===== src/rtl/matrix_encoder_pkg.sv =====
// Shared types and default geometry for the matrix-encoder sequencing controller.
package matrix_encoder_pkg;

    localparam int LINE_W      = 25;
    localparam int DEF_ADDR_W  = 6;
    localparam int DEF_ROUNDS  = 24;
    localparam int DEF_RND_W   = 5;

    typedef enum logic [2:0] {
        IDLE,
        READ,
        WAIT,
        STEP,
        WRITE,
        DONE
    } state_e;

    typedef struct packed {
        logic busy;
        logic done;
        logic rd_en;
        logic step_en;
        logic wr_en;
    } ctrl_outs_t;

    // Moore strobes for a given state; registered alongside the state itself.
    function automatic ctrl_outs_t state_outs(state_e s);
        ctrl_outs_t o;
        o         = '0;
        o.busy    = (s != IDLE);
        o.done    = (s == DONE);
        o.rd_en   = (s == READ);
        o.step_en = (s == STEP);
        o.wr_en   = (s == WRITE);
        return o;
    endfunction

endpackage


===== src/rtl/matrix_encoder_ctrl_if.sv =====
// Handshake and datapath-control bundle between the block host and the encoder controller.
interface matrix_encoder_ctrl_if
    import matrix_encoder_pkg::*;
#(
    parameter int ADDR_W = DEF_ADDR_W,
    parameter int RND_W  = DEF_RND_W
);

    logic              start;
    logic [ADDR_W:0]   num_lines;
    logic              abort;
    logic              rd_valid;
    logic              wr_ready;
    logic              busy;
    logic              done;
    logic              rd_en;
    logic [ADDR_W-1:0] rd_addr;
    logic              ld_line;
    logic              step_en;
    logic [RND_W-1:0]  round_idx;
    logic              wr_en;
    logic [ADDR_W-1:0] wr_addr;

    modport master (
        output start, num_lines, abort, rd_valid, wr_ready,
        input  busy, done, rd_en, rd_addr, ld_line, step_en, round_idx, wr_en, wr_addr
    );

    modport slave (
        input  start, num_lines, abort, rd_valid, wr_ready,
        output busy, done, rd_en, rd_addr, ld_line, step_en, round_idx, wr_en, wr_addr
    );

endinterface


===== src/rtl/matrix_encoder_ctrl_round_counter.sv =====
// Permutation round counter: clear has priority over enable, tc flags the final round.
module round_counter
    import matrix_encoder_pkg::*;
#(
    parameter int ROUNDS = DEF_ROUNDS,
    parameter int RND_W  = DEF_RND_W
) (
    input  logic             clk,
    input  logic             rst,
    input  logic             clr,
    input  logic             en,
    output logic [RND_W-1:0] count,
    output logic             tc
);

    localparam logic [RND_W-1:0] LAST = RND_W'(ROUNDS - 1);

    always_ff @(posedge clk) begin
        if (rst || clr) begin
            count <= '0;
        end else if (en) begin
            count <= count + RND_W'(1);
        end
    end

    assign tc = (count == LAST);

endmodule


===== src/rtl/matrix_encoder_ctrl.sv =====
// Walks a block of matrix lines: read, load, ROUNDS permutation steps, write back.
//   state | meaning
//   IDLE  | waiting for start; all outputs low
//   READ  | one-cycle read request for the current line
//   WAIT  | waiting for rd_valid; line register loads in that cycle
//   STEP  | one permutation round per cycle
//   WRITE | write request held until wr_ready
//   DONE  | one-cycle completion pulse
module matrix_encoder_ctrl
    import matrix_encoder_pkg::*;
#(
    parameter int ADDR_W = DEF_ADDR_W,
    parameter int ROUNDS = DEF_ROUNDS,
    parameter int RND_W  = DEF_RND_W
) (
    input  logic                 clk,
    input  logic                 rst,
    matrix_encoder_ctrl_if.slave bus
);

    state_e            state;
    ctrl_outs_t        outs;
    logic [ADDR_W-1:0] addr;
    logic [ADDR_W:0]   lines_q;
    logic [RND_W-1:0]  round;
    logic              round_tc;
    logic              round_clr;
    logic              round_en;
    logic              last_line;

    // Compare against the full-width count so a block of 2^ADDR_W lines ends at all-ones.
    assign last_line = (({1'b0, addr} + (ADDR_W+1)'(1)) == lines_q);

    // Counter only runs in STEP; anything else (including abort) parks it at zero.
    assign round_en  = (state == STEP);
    assign round_clr = (state != STEP) || round_tc || bus.abort;

    round_counter #(
        .ROUNDS (ROUNDS),
        .RND_W  (RND_W)
    ) u_round_counter (
        .clk   (clk),
        .rst   (rst),
        .clr   (round_clr),
        .en    (round_en),
        .count (round),
        .tc    (round_tc)
    );

    always_ff @(posedge clk) begin
        if (rst) begin
            state   <= IDLE;
            outs    <= '0;
            addr    <= '0;
            lines_q <= '0;
        end else if (bus.abort && (state != IDLE)) begin
            state <= IDLE;
            outs  <= state_outs(IDLE);
            addr  <= '0;
        end else begin
            case (state)
                IDLE: begin
                    if (bus.start) begin
                        addr <= '0;
                        if (bus.num_lines == '0) begin
                            state <= DONE;
                            outs  <= state_outs(DONE);
                        end else begin
                            lines_q <= bus.num_lines;
                            state   <= READ;
                            outs    <= state_outs(READ);
                        end
                    end
                end
                READ: begin
                    state <= WAIT;
                    outs  <= state_outs(WAIT);
                end
                WAIT: begin
                    if (bus.rd_valid) begin
                        state <= STEP;
                        outs  <= state_outs(STEP);
                    end
                end
                STEP: begin
                    if (round_tc) begin
                        state <= WRITE;
                        outs  <= state_outs(WRITE);
                    end
                end
                WRITE: begin
                    if (bus.wr_ready) begin
                        if (last_line) begin
                            state <= DONE;
                            outs  <= state_outs(DONE);
                        end else begin
                            addr  <= addr + ADDR_W'(1);
                            state <= READ;
                            outs  <= state_outs(READ);
                        end
                    end
                end
                DONE: begin
                    addr  <= '0;
                    state <= IDLE;
                    outs  <= state_outs(IDLE);
                end
                default: begin
                    addr  <= '0;
                    state <= IDLE;
                    outs  <= state_outs(IDLE);
                end
            endcase
        end
    end

    assign bus.busy      = outs.busy;
    assign bus.done      = outs.done;
    assign bus.rd_en     = outs.rd_en;
    assign bus.step_en   = outs.step_en;
    assign bus.wr_en     = outs.wr_en;
    assign bus.ld_line   = (state == WAIT) && bus.rd_valid;
    assign bus.rd_addr   = addr;
    assign bus.wr_addr   = addr;
    assign bus.round_idx = round;

endmodule


===== src/flat_wrapper.sv =====
// flat-port wrapper written by rule: the top's interface ports become plain ports
module matrix_encoder_ctrl_flat import matrix_encoder_pkg::*;
#(
    parameter int ADDR_W = DEF_ADDR_W,
    parameter int ROUNDS = DEF_ROUNDS,
    parameter int RND_W  = DEF_RND_W
)
  (clk, rst, bus_start, bus_num_lines, bus_abort, bus_rd_valid, bus_wr_ready, bus_busy, bus_done, bus_rd_en, bus_rd_addr, bus_ld_line, bus_step_en, bus_round_idx, bus_wr_en, bus_wr_addr);
  matrix_encoder_ctrl_if #(.ADDR_W(ADDR_W), .RND_W(RND_W)) bus_i ();
  input  logic clk;
  input  logic rst;
  input wire logic [$bits(bus_i.start)-1:0] bus_start;
  input wire logic [$bits(bus_i.num_lines)-1:0] bus_num_lines;
  input wire logic [$bits(bus_i.abort)-1:0] bus_abort;
  input wire logic [$bits(bus_i.rd_valid)-1:0] bus_rd_valid;
  input wire logic [$bits(bus_i.wr_ready)-1:0] bus_wr_ready;
  output wire logic [$bits(bus_i.busy)-1:0] bus_busy;
  output wire logic [$bits(bus_i.done)-1:0] bus_done;
  output wire logic [$bits(bus_i.rd_en)-1:0] bus_rd_en;
  output wire logic [$bits(bus_i.rd_addr)-1:0] bus_rd_addr;
  output wire logic [$bits(bus_i.ld_line)-1:0] bus_ld_line;
  output wire logic [$bits(bus_i.step_en)-1:0] bus_step_en;
  output wire logic [$bits(bus_i.round_idx)-1:0] bus_round_idx;
  output wire logic [$bits(bus_i.wr_en)-1:0] bus_wr_en;
  output wire logic [$bits(bus_i.wr_addr)-1:0] bus_wr_addr;
  assign bus_i.start = bus_start;
  assign bus_i.num_lines = bus_num_lines;
  assign bus_i.abort = bus_abort;
  assign bus_i.rd_valid = bus_rd_valid;
  assign bus_i.wr_ready = bus_wr_ready;
  assign bus_busy = bus_i.busy;
  assign bus_done = bus_i.done;
  assign bus_rd_en = bus_i.rd_en;
  assign bus_rd_addr = bus_i.rd_addr;
  assign bus_ld_line = bus_i.ld_line;
  assign bus_step_en = bus_i.step_en;
  assign bus_round_idx = bus_i.round_idx;
  assign bus_wr_en = bus_i.wr_en;
  assign bus_wr_addr = bus_i.wr_addr;
  matrix_encoder_ctrl #(.ADDR_W(ADDR_W), .ROUNDS(ROUNDS), .RND_W(RND_W)) u_core (.clk(clk), .rst(rst), .bus(bus_i));
endmodule

===== config.mk =====
export PLATFORM = sky130hd
export DESIGN_NAME = matrix_encoder_ctrl_flat
export DESIGN_NICKNAME = d
export VERILOG_FILES = /design/src/rtl/matrix_encoder_pkg.sv /design/src/rtl/matrix_encoder_ctrl_if.sv /design/src/rtl/matrix_encoder_ctrl_round_counter.sv /design/src/rtl/matrix_encoder_ctrl.sv /design/src/flat_wrapper.sv
export SDC_FILE = /design/constraint.sdc
export NUM_CORES = 1
export LEC_CHECK = 0
export BUFFER_PORTS_ARGS = -buffer_cell sky130_fd_sc_hd__buf_2
export CAP_MARGIN = 20
export CORE_UTILIZATION = 40
export DETAILED_ROUTE_END_ITERATION = 10
export PLACE_DENSITY = 0.74
export SLEW_MARGIN = 25
export SYNTH_ARGS = -nofsm -noshare
export SYNTH_HDL_FRONTEND = slang
export SYNTH_SLANG_ARGS = --single-unit

===== constraint.sdc =====
create_clock -name clk -period 2 [get_ports clk]
set_input_delay 0.1 -clock clk [delete_from_list [all_inputs] [get_ports clk]]
set_output_delay 0.1 -clock clk [all_outputs]
set_load 0.05 [all_outputs]

* Yosys cells after proc, flatten, opt, wreduce, memory -nomap -nowiden
Index checks and enable logic that the tools add are counted.
** Cells by class
- $add $sub $neg :: 3
- Equal/unequal tests :: 12
- Multiplexer cells :: 18
- Bitwise logic cells :: 3
- Reductions and logical operators :: 13
** Operators with widths (number)
- $pmux 5 s5 :: 1
- $mux 5 :: 4
- $mux 3 :: 6
- $mux 6 :: 3
- $pmux 6 s3 :: 1
- $pmux 3 s5 :: 1
- $reduce_and 4->1 :: 3
- $mux 4 :: 2
- $ne 2x2->1 const B :: 4
- $add 6x1->7 const B :: 1
- $eq 7x7->1 :: 1
- $logic_not 7->1 :: 1
- $add 6x1->6 const B :: 1
- $eq 3x2->1 const B :: 2
- $add 5x1->5 const B :: 1
- $eq 5x5->1 const B :: 1
- $eq 3x1->1 const B :: 1
- $eq 3x3->1 const B :: 1
- $logic_not 3->1 :: 1
- $logic_or 1x1->1 :: 3
- $ne 3x2->1 const B :: 1
- $not 1->1 :: 3
- $reduce_bool 3->1 :: 1
- $reduce_or 3->1 :: 1
- other kinds (3) :: 4
** Storage, ports and cells
- Register bits after elaboration :: 26
- Word-level logic and storage cells :: 58

* Longest topological paths before layout
Gate-level depths: netlist (run 1).
- Depth in word-level cells :: 5
- Depth in mapped cells :: 7
- Mapped depth without buffers :: 7

* Hierarchy
From an unflattened synthesis (run 1), not the netlist that was laid out.
** Unflattened totals
- Cells, all modules :: 167
- Area, all modules :: 1476.4 sq um
** Modules (own cells, without submodules)
- matrix_encoder_ctrl :: times used 1, cells an instance 143, area each 1227.4 sq um
- round_counter :: times used 1, cells an instance 24, area each 249.0 sq um

* Worst setup path before layout (run 1)
Ideal clock, no wire load.
- Path type :: register to register
- Start :: reg u_core.addr[0] (netlist: u_core.bus.rd_addr[0])
- End :: reg u_core.addr[5] (netlist: u_core.bus.rd_addr[5])
- Setup time :: 0.122 ns
- Data arrival time :: 2.372 ns
- Path slack :: -0.494 ns
- Stages on the path, launching flop included :: 8
- Path buffers :: 0
- Clock period less this slack :: 2.494 ns
- Cell sequence :: dfxtp_1 -> ha_1 -> xor2_1 -> a211o_1 -> nor4b_4 -> a31oi_2 -> and3_1 -> a221o_1
** Between the ends
- Longest elaborated chain between the ends :: 4
- Elaborated cells between the ends (all ways) :: 8
- Classes of those cells :: add/sub: 2; eq/ne: 2; mux: 3; reduce/logical: 1
** Ends and longest elaborated chain
- start: declaration :: RTL line matrix_encoder_ctrl.sv:23 : logic [ADDR_W-1:0] addr;
- start signal: assignment :: RTL line matrix_encoder_ctrl.sv:97 : addr <= addr + ADDR_W'(1);
- $add 6x1->7 / $add 6x1->6 (equally long branches) :: RTL line matrix_encoder_ctrl.sv:32, matrix_encoder_ctrl.sv:97
- $eq 7x7->1 / $mux 6 (equally long branches) :: RTL line matrix_encoder_ctrl.sv:32, matrix_encoder_ctrl.sv:93
- $ne 2x2->1 (no source line) / $mux 6 (equally long branches)
- $reduce_and 4->1 (no source line) / $pmux 6 s3 (equally long branches)
Parallel ways exist; a longest one is shown, timed or not. The select of a mux whose other input is x is not followed.
A chain may end at the register's enable or synchronous reset.

* Final worst setup path (run 1)
- Start :: reg u_core.addr[1] (netlist: u_core.bus.rd_addr[1])
- End :: reg u_core.addr[2] (netlist: u_core.bus.rd_addr[2])
The elaborated chain is that of the path after synthesis.

==> impl_results.md, run 1 <==
- Run status: finished, violations left
- Failing checks: negative setup slack
- Data required, critical path: 2.22 ns
- Final count of hold timing violations: 0
- Post-synthesis register bit count: 26
- LEAKAGE: 0.783 nW
- Die W: 61.7 µm
- Final core occ: 51.7%
- Final WS setup: -0.0139 ns
- Area Growth Syn to Fin: 22.1%
- Mapped Area: 1420 µm²
- Remaining DRCs: 0
- H-tree levels: 1
- Commonest non-fill, non-tap cell in the layout: buf_2
- Worst-path clk slew: 0.14 ns
- DP Area: 1670 µm²
- Initial antenna violation count: 0
- Wire per inst: 12.4 µm
- Pins Over Slew Limit: 0
- Nets: 211
- Worst Hold Class: input port to flip-flop
- Main flop type after synthesis: dfxtp_1
- Insertion delay to the later sink of the worst-skew pair: 0.31 ns
- Via count: 1234
- Yosys top cell by area: dfxtp_1
- Worst hold slack: 0.0298 ns
- Total clock sinks: 26
- CTS buffer count: 3
- Core Box Area: 3360 µm²
- Vias in the first global route: 1126
- Endpoints failing setup: 1
- EDFF count, synth: 0
- Die Area: 3800 µm²
- Tmin final: 2.01 ns
- Commonest cells after routing, fill and taps aside: buf_2 (35), nor2_1 (22), dfxtp_1 (22), nand2_1 (11), buf_4 (11)
- Total Wirelength: 2990 µm
- Grt ovf: 0
- Distinct cells, synth: 47
- CTS Root Cell: clkbuf_4
- RSZ-0062 raised after global routing: true
- Post-synth net total: 174
- First-pass GRT wire length: 4970 µm
- Syn. warnings: 0
- N_diodes: 0
- Antenna-violating nets left: 0
- Max Cap Violations: 0
- Die Ht: 61.7 µm
- Clk_skew: 0.00256 ns
- Post-DP HPWL: 2360 µm
- Worst Setup End Kind: flip-flop
- Seq/Total Area, Yosys: 36.6%
- Initial DRC Count: 44
- CP Launch Type: flip-flop
- Dpl cells: 237
- Slew HR: 66.1%
- Syn avg cell area: 8.96 µm²
- IO buf count: 35
- PD cells: 628 nW/µm²
- Post-synth ARST share: 0%
- Final Cycle Share: 101%
- Non-filler cells in the finished layout: 241
- Cts hold-fix bufs: 0
- Drt pass-1 iters: 4
- Dominant cells by area after synthesis: dfxtp_1 (37%), mux2i_1 (6.3%), nor2_1 (5.8%), xor2_1 (3.7%), buf_4 (3.2%)
- FP Rows: 21
- Post-CTS setup-driven buffer insertion count: 0
- Fmax: 497 MHz
- Worst Path Class, Setup: flip-flop to flip-flop
- Vias per cell: 5.12
- Fin area: 1740 µm²
- Fillcell total: 339
- CTS tree: yes
- Final setup TNS: -0.0139 ns
- GP Congestion: 0.827
- Post-synth top area share: 36.6%
- Max FO, Critical Path: 5
- Ports: 36
- Max clock buf depth: 2
- Gate count after technology mapping: 159
- Worst slew pin tran: 0.509 ns
- Share of layout cells above drive strength 1: 35.9%
- Initial Util: 42.3%
- Maximum vdd drop: 0.470 mV
- Pin count of the biggest net entering global routing: 15
- Total track usage: 17.6%
- Crit path DAT: 2.23 ns
-- timing repair --
action / in CTS / in global routing
pin swaps: 2 / 4
hold endpoints to repair: 0 / 0
setup endpoints to repair: 6 / 9
gates resized for setup: 2 / 4
-- synth_stat cells (all sizes together) (2+ instances only) --
library cell,count
dfxtp,26
nor2,23
nand2,12
buf,10
mux2i,9
a21oi,8
nand3,7
xor2,7
nor3,5
xnor2,5
clkbuf,4
and3,3
o21ai,3
a211o,2
a221o,2
a22o,2
a31oi,2
and2,2
and4,2
ha,2
nand2b,2
nand4,2
nor4,2
-- power by group --
part           switching, mW  leakage (nW)  internal, mW
Sequential            0.0353         0.214         0.545
Clock                  0.151        0.0210         0.111
Combinational          0.151         0.548        0.0971
Total                  0.338         0.783         0.753
-- state kept, by name, summed over array words and instances (netlist names) --
name / flops
u_core.bus.done: 1
u_core.bus.busy: 1
u_core.bus.rd_addr: 6
u_core.bus.step_en: 1
u_core.bus.rd_en: 1
u_core.lines_q: 7
u_core.state: 3
u_core.u_round_counter.count: 5
u_core.bus.wr_en: 1
-- cells by family (layout without fill, tap and decap cells) --
logic type | count (synthesis) | after routing | share of synthesized area, %
simple gates | 67 | 67 | 25.0
compound gates | 28 | 28 | 15.2
mux | 10 | 10 | 7.12
flops | 26 | 26 | 36.6
fa+ha+maj | 2 | 2 | 1.76
buf+inv | 14 | 50 | 6.50
xor+xnor | 12 | 12 | 7.91
-- worst max-delay path, stage by stage, from the launching register on --
cell	delay, ns
dfxtp_4	0.38
ha_4	0.24
xor2_1	0.13
a211o_1	0.26
nor4b_4	0.30
a31oi_4	0.15
and3b_1	0.20
a221o_1	0.26
-- path summary, 6_finish.rpt --
path                                    from                               to  slack (ns)  cells past startpoint
min reg2reg  u_core.u_round_counter.count[0]  u_core.u_round_counter.count[0]        0.48                      1
min                         bus_num_lines[4]                u_core.lines_q[4]        0.03                      3
max                    u_core.bus.rd_addr[1]            u_core.bus.rd_addr[2]       -0.01                      7
max reg2reg            u_core.bus.rd_addr[1]            u_core.bus.rd_addr[2]       -0.01                      7
-- metal layers --
metal	track usage, %	share of wire (%)	up-vias
li1	-	-	638
met3	3.99	4.0	2
met4	3.81	0.53	0
met2	29.6	48	30
met5	0	0	-
met1	23.2	47	564
-- metrics by stage --
stage          total power [mW]  setup WS (ns)
6_report                   1.09        -0.0139
5_1_grt                    1.15        -0.0987
4_1_cts                    1.10        -0.0116
3_5_place_dp              0.832        -0.0598
3_3_place_gp              0.828        0.00674
2_1_floorplan             0.767         -0.125
-- area by class of cell --
type / instances / area [µm²] / area share, %
Multi-Input combinational cell: 119 / 856 / 49.2
Sequential cell: 26 / 531 / 30.5
Clock buffer: 4 / 36.3 / 2.09
Timing Repair Buffer: 46 / 258 / 14.8
Tap cell: 46 / 57.6 / 3.31
No activity file was read; power rests on OpenSTA's default activity.
==> run 2: changes to the inputs <==
--- a/config.mk
+++ b/config.mk
@@ -13,4 +13,5 @@
 export SLEW_MARGIN = 25
 export SYNTH_ARGS = -nofsm -noshare
 export SYNTH_HDL_FRONTEND = slang
+export SYNTH_HIERARCHICAL = 1
 export SYNTH_SLANG_ARGS = --single-unit
==> run 2 against run 1 <==
The flow still finishes with violations (negative setup slack). Maximum frequency about the same. Cell count grew 4.1%. Clock skew rose by 0.0014 ns. Sequential share of layout area is 1.1 points lower. Non-clock buffer count is 3 higher. Area after synthesis up 3.7%. Register-to-register slack about the same. Wire length up 8.9%. Synthesized cell count up 5.0%. Combinational power increased by 32%. Total power is 11% higher. First-iteration DRC count grew 59%. Critical path type unchanged. Largest cell class unchanged.
==> impl_results.md, run 2 <==
- Run status: finished, violations left
- Failing checks: negative setup slack
- Grt ovf: 0 (unchanged)
- Synth top cells by count: dfxtp_1 (26), nor2_1 (15), mux2i_1 (9)
- CP Cell Sequence: ha_4 > nand3_1 > nor3_1 > xor2_1 > nor4_2 > buf_4 > nor2_1 > o32ai_1
- Endpoints failing setup: 1 (unchanged)
- Syn. warnings: 6 (+6)
- Post-synth top area share: 35.3% (-1.3 points)
- Register area: 538 µm² (+1.4%)
- CTS Root Cell: clkbuf_8
- Maximum vdd drop: 0.348 mV (-26%)
- Tmin final: 2.01 ns (-0.00125 ns)
- Fillcell total: 337 (-0.59%)
- Core Box Area: 3440 µm² (+2.3%)
- Seq/Total Area, Yosys: 35.3% (-1.3 points)
- Max FFs per register: 7 (unchanged)
- Pins Over Slew Limit: 0 (unchanged)
- Via count: 1356 (+9.9%)
- Cts hold-fix bufs: 0 (unchanged)
- Worst Hold Class: input port to flip-flop
- Delay-heaviest family, CP: simple AND/OR/NAND/NOR gates
- Syn avg cell area: 8.84 µm² (-1.3%)
- LEAKAGE: 0.767 nW (-2.1%)
- Post-DP HPWL: 2240 µm (-5.1%)
- R2R cell count: 8 (+1)
- Vias per cell: 5.40 (+5.5%)
- Final Cycle Share: 101% (about the same)
- Post-synthesis register bit count: 26 (unchanged)
- Die Area: 3940 µm² (+3.6%)
- Worst Setup End Kind: flip-flop
- Initial Util: 42.9% (+0.56 points)
- Slew HR: 67.5% (+1.5 points)
- Data required, critical path: 2.18 ns (-0.04 ns)
- CTS buffer count: 3 (unchanged)
- EDFF count, synth: 0 (unchanged)
- Die Ht: 62.8 µm (+1.8%)
- Drt pass-1 iters: 4 (unchanged)
- Hold Crit Depth: 3 (unchanged)
- Total track usage: 16.2% (-1.5 points)
- Post-synth net total: 182 (+4.6%)
- Post-synth ARST share: 0% (unchanged)
- Worst path max stage delay: 0.45 ns (+0.07 ns)
- Max clock buf depth: 2 (unchanged)
- IO buf count: 35 (unchanged)
- Dominant cells by area after synthesis: dfxtp_1 (35%), mux2i_1 (6.1%), nor2_1 (3.8%), buf_4 (3.6%), xnor2_1 (3.6%)
- Distinct cells, synth: 48 (+2.1%)
- Worst Path Buf+Inv: 1 (+1)
- N_diodes: 0 (unchanged)
- Nets: 221 (+4.7%)
- Worst path depth: 8 (+1)
- Non-filler cells in the finished layout: 251 (+4.1%)
- Worst Path Class, Setup: flip-flop to flip-flop
- Leading cell type by number of instances after synthesis: dfxtp_1
- Final count of hold timing violations: 0 (unchanged)
- CTS tree: yes
- Total clock sinks: 26 (unchanged)
- Commonest cells after routing, fill and taps aside: buf_2 (35), dfxtp_1 (20), nor2_1 (15), buf_4 (14), mux2i_1 (9)
- Total Wirelength: 3260 µm (+8.9%)
- Gate count after technology mapping: 167 (+5.0%)
- Antenna-violating nets left: 0 (unchanged)
- CP max stage cell: nor4_2
- H-tree levels: 1 (unchanged)
- Initial DRC Count: 70 (+59%)
- Max FO, Critical Path: 6 (+1)
- Worst slew pin tran: 0.484 ns (-0.0257 ns)
- DP Area: 1680 µm² (+0.52%)
- PD cells: 662 nW/µm² (+5.5%)
- Area Growth Syn to Fin: 23.6%
- Multi-input gate area: 878 µm² (+2.6%)
- FP Rows: 21 (unchanged)
- Yosys top cell by area: dfxtp_1
- Initial antenna violation count: 0 (unchanged)
- Dpl cells: 239 (+0.84%)
- Fin area: 1830 µm² (+5.0%)
- Clk_skew: 0.00397 ns (+0.00141 ns)
- Die W: 62.8 µm (+1.8%)
- GP Congestion: 0.832 (+0.60%)
- Mapped Area: 1480 µm² (+3.7%)
- Remaining DRCs: 0 (unchanged)
- Commonest non-fill, non-tap cell in the layout: buf_2
- Final WS setup: -0.0126 ns (+0.00125 ns)
- Place WS: -0.0571 ns (+0.00275 ns)
- Insertion delay to the later sink of the worst-skew pair: 0.26 ns (-0.05 ns)
- Crit path DAT: 2.19 ns (-0.04 ns)
- CP Launch Type: flip-flop
- First-pass GRT wire length: 5170 µm (+4.0%)
- Main flop type after synthesis: dfxtp_1
- Vias in the first global route: 1186 (+5.3%)
- Pin count of the biggest net entering global routing: 16 (+1)
- Worst-path clk slew: 0.09 ns (-0.05 ns)
- Fmax: 497 MHz (about the same)
- Share of layout cells above drive strength 1: 34.1% (-1.8 points)
- Wire per inst: 13.0 µm (+4.5%)
- Register name with the most flops: u_core/lines_q
- Max Cap Violations: 0 (unchanged)
- Ports: 36 (unchanged)
[run 2: metal layers]
metal  global-route usage [%]  wire length, µm
met5                        0                0
met2                     26.0             1550
met4                     6.40               67
met1                     21.7             1550
met3                     2.37               95
[run 2: stage by stage]
| step | util, % | total power [mW] | hold slack (ns) | setup TNS, ns |
|---|---|---|---|---|
| 6_report | 53.0 | 1.21 | 0.0816 | -0.0126 |
| 5_1_grt | 53.0 | 1.27 | 0.0915 | -0.0988 |
| 3_5_place_dp | 48.7 | 0.903 | 0.362 | -0.227 |
| 3_3_place_gp | 48.7 | 0.900 | 0.353 | -0.00258 |
| 4_1_cts | 50.4 | 1.20 | 0.0771 | -0.00934 |
| 2_1_floorplan | - | 0.823 | 0.247 | 0 |
[run 2: worst paths after layout]
kind                         start                end  slack, ns
max          u_core/bus.rd_addr[1]    u_core/state[2]      -0.01
min               bus_num_lines[0]  u_core/lines_q[0]       0.08
max reg2reg  u_core/bus.rd_addr[1]    u_core/state[2]      -0.01
min reg2reg        u_core/bus.busy    u_core/bus.busy       0.46
[run 2: power by group]
part	leakage, nW	switching [mW]	internal [mW]
sequential	0.216	0.0349	0.550
combinational	0.528	0.201	0.127
clock	0.0231	0.159	0.137
[run 2: layout make-up]
type                            instances  area share, %
Multi-Input combinational cell        119           48.1
Tap cell                               46           3.15
Timing Repair Buffer                   49           15.4
Inverter                                7           1.44
Clock buffer                            3           2.26
Sequential cell                        26           29.5
Clock inverter                          1          0.206
[run 2: cell families after synthesis]
family | share of synthesized area [%]
AOI/OAI and AO/OA | 14.7
xor gates and xnor gates | 5.34
adders and majority gates | 1.69
buffers and inverters | 8.98
DFF | 35.3
muxes | 9.15
and+or+nand+nor | 24.8
[run 2: timing repair]
item / 4_1_cts / 5_1_grt
setup buffers: 0 / 8
setup endpoints to repair: 5 / 9
resized for setup: 2 / 5
pin swaps: 0 / 3
[run 2: worst register-to-register path: stages, from the launching register on]
cell and delay, ns:
dfxtp_4 0.39, ha_4 0.16, nand3_1 0.13, nor3_1 0.21, xor2_1 0.15, nor4_2 0.45
buf_4 0.18, nor2_1 0.04, o32ai_1 0.21
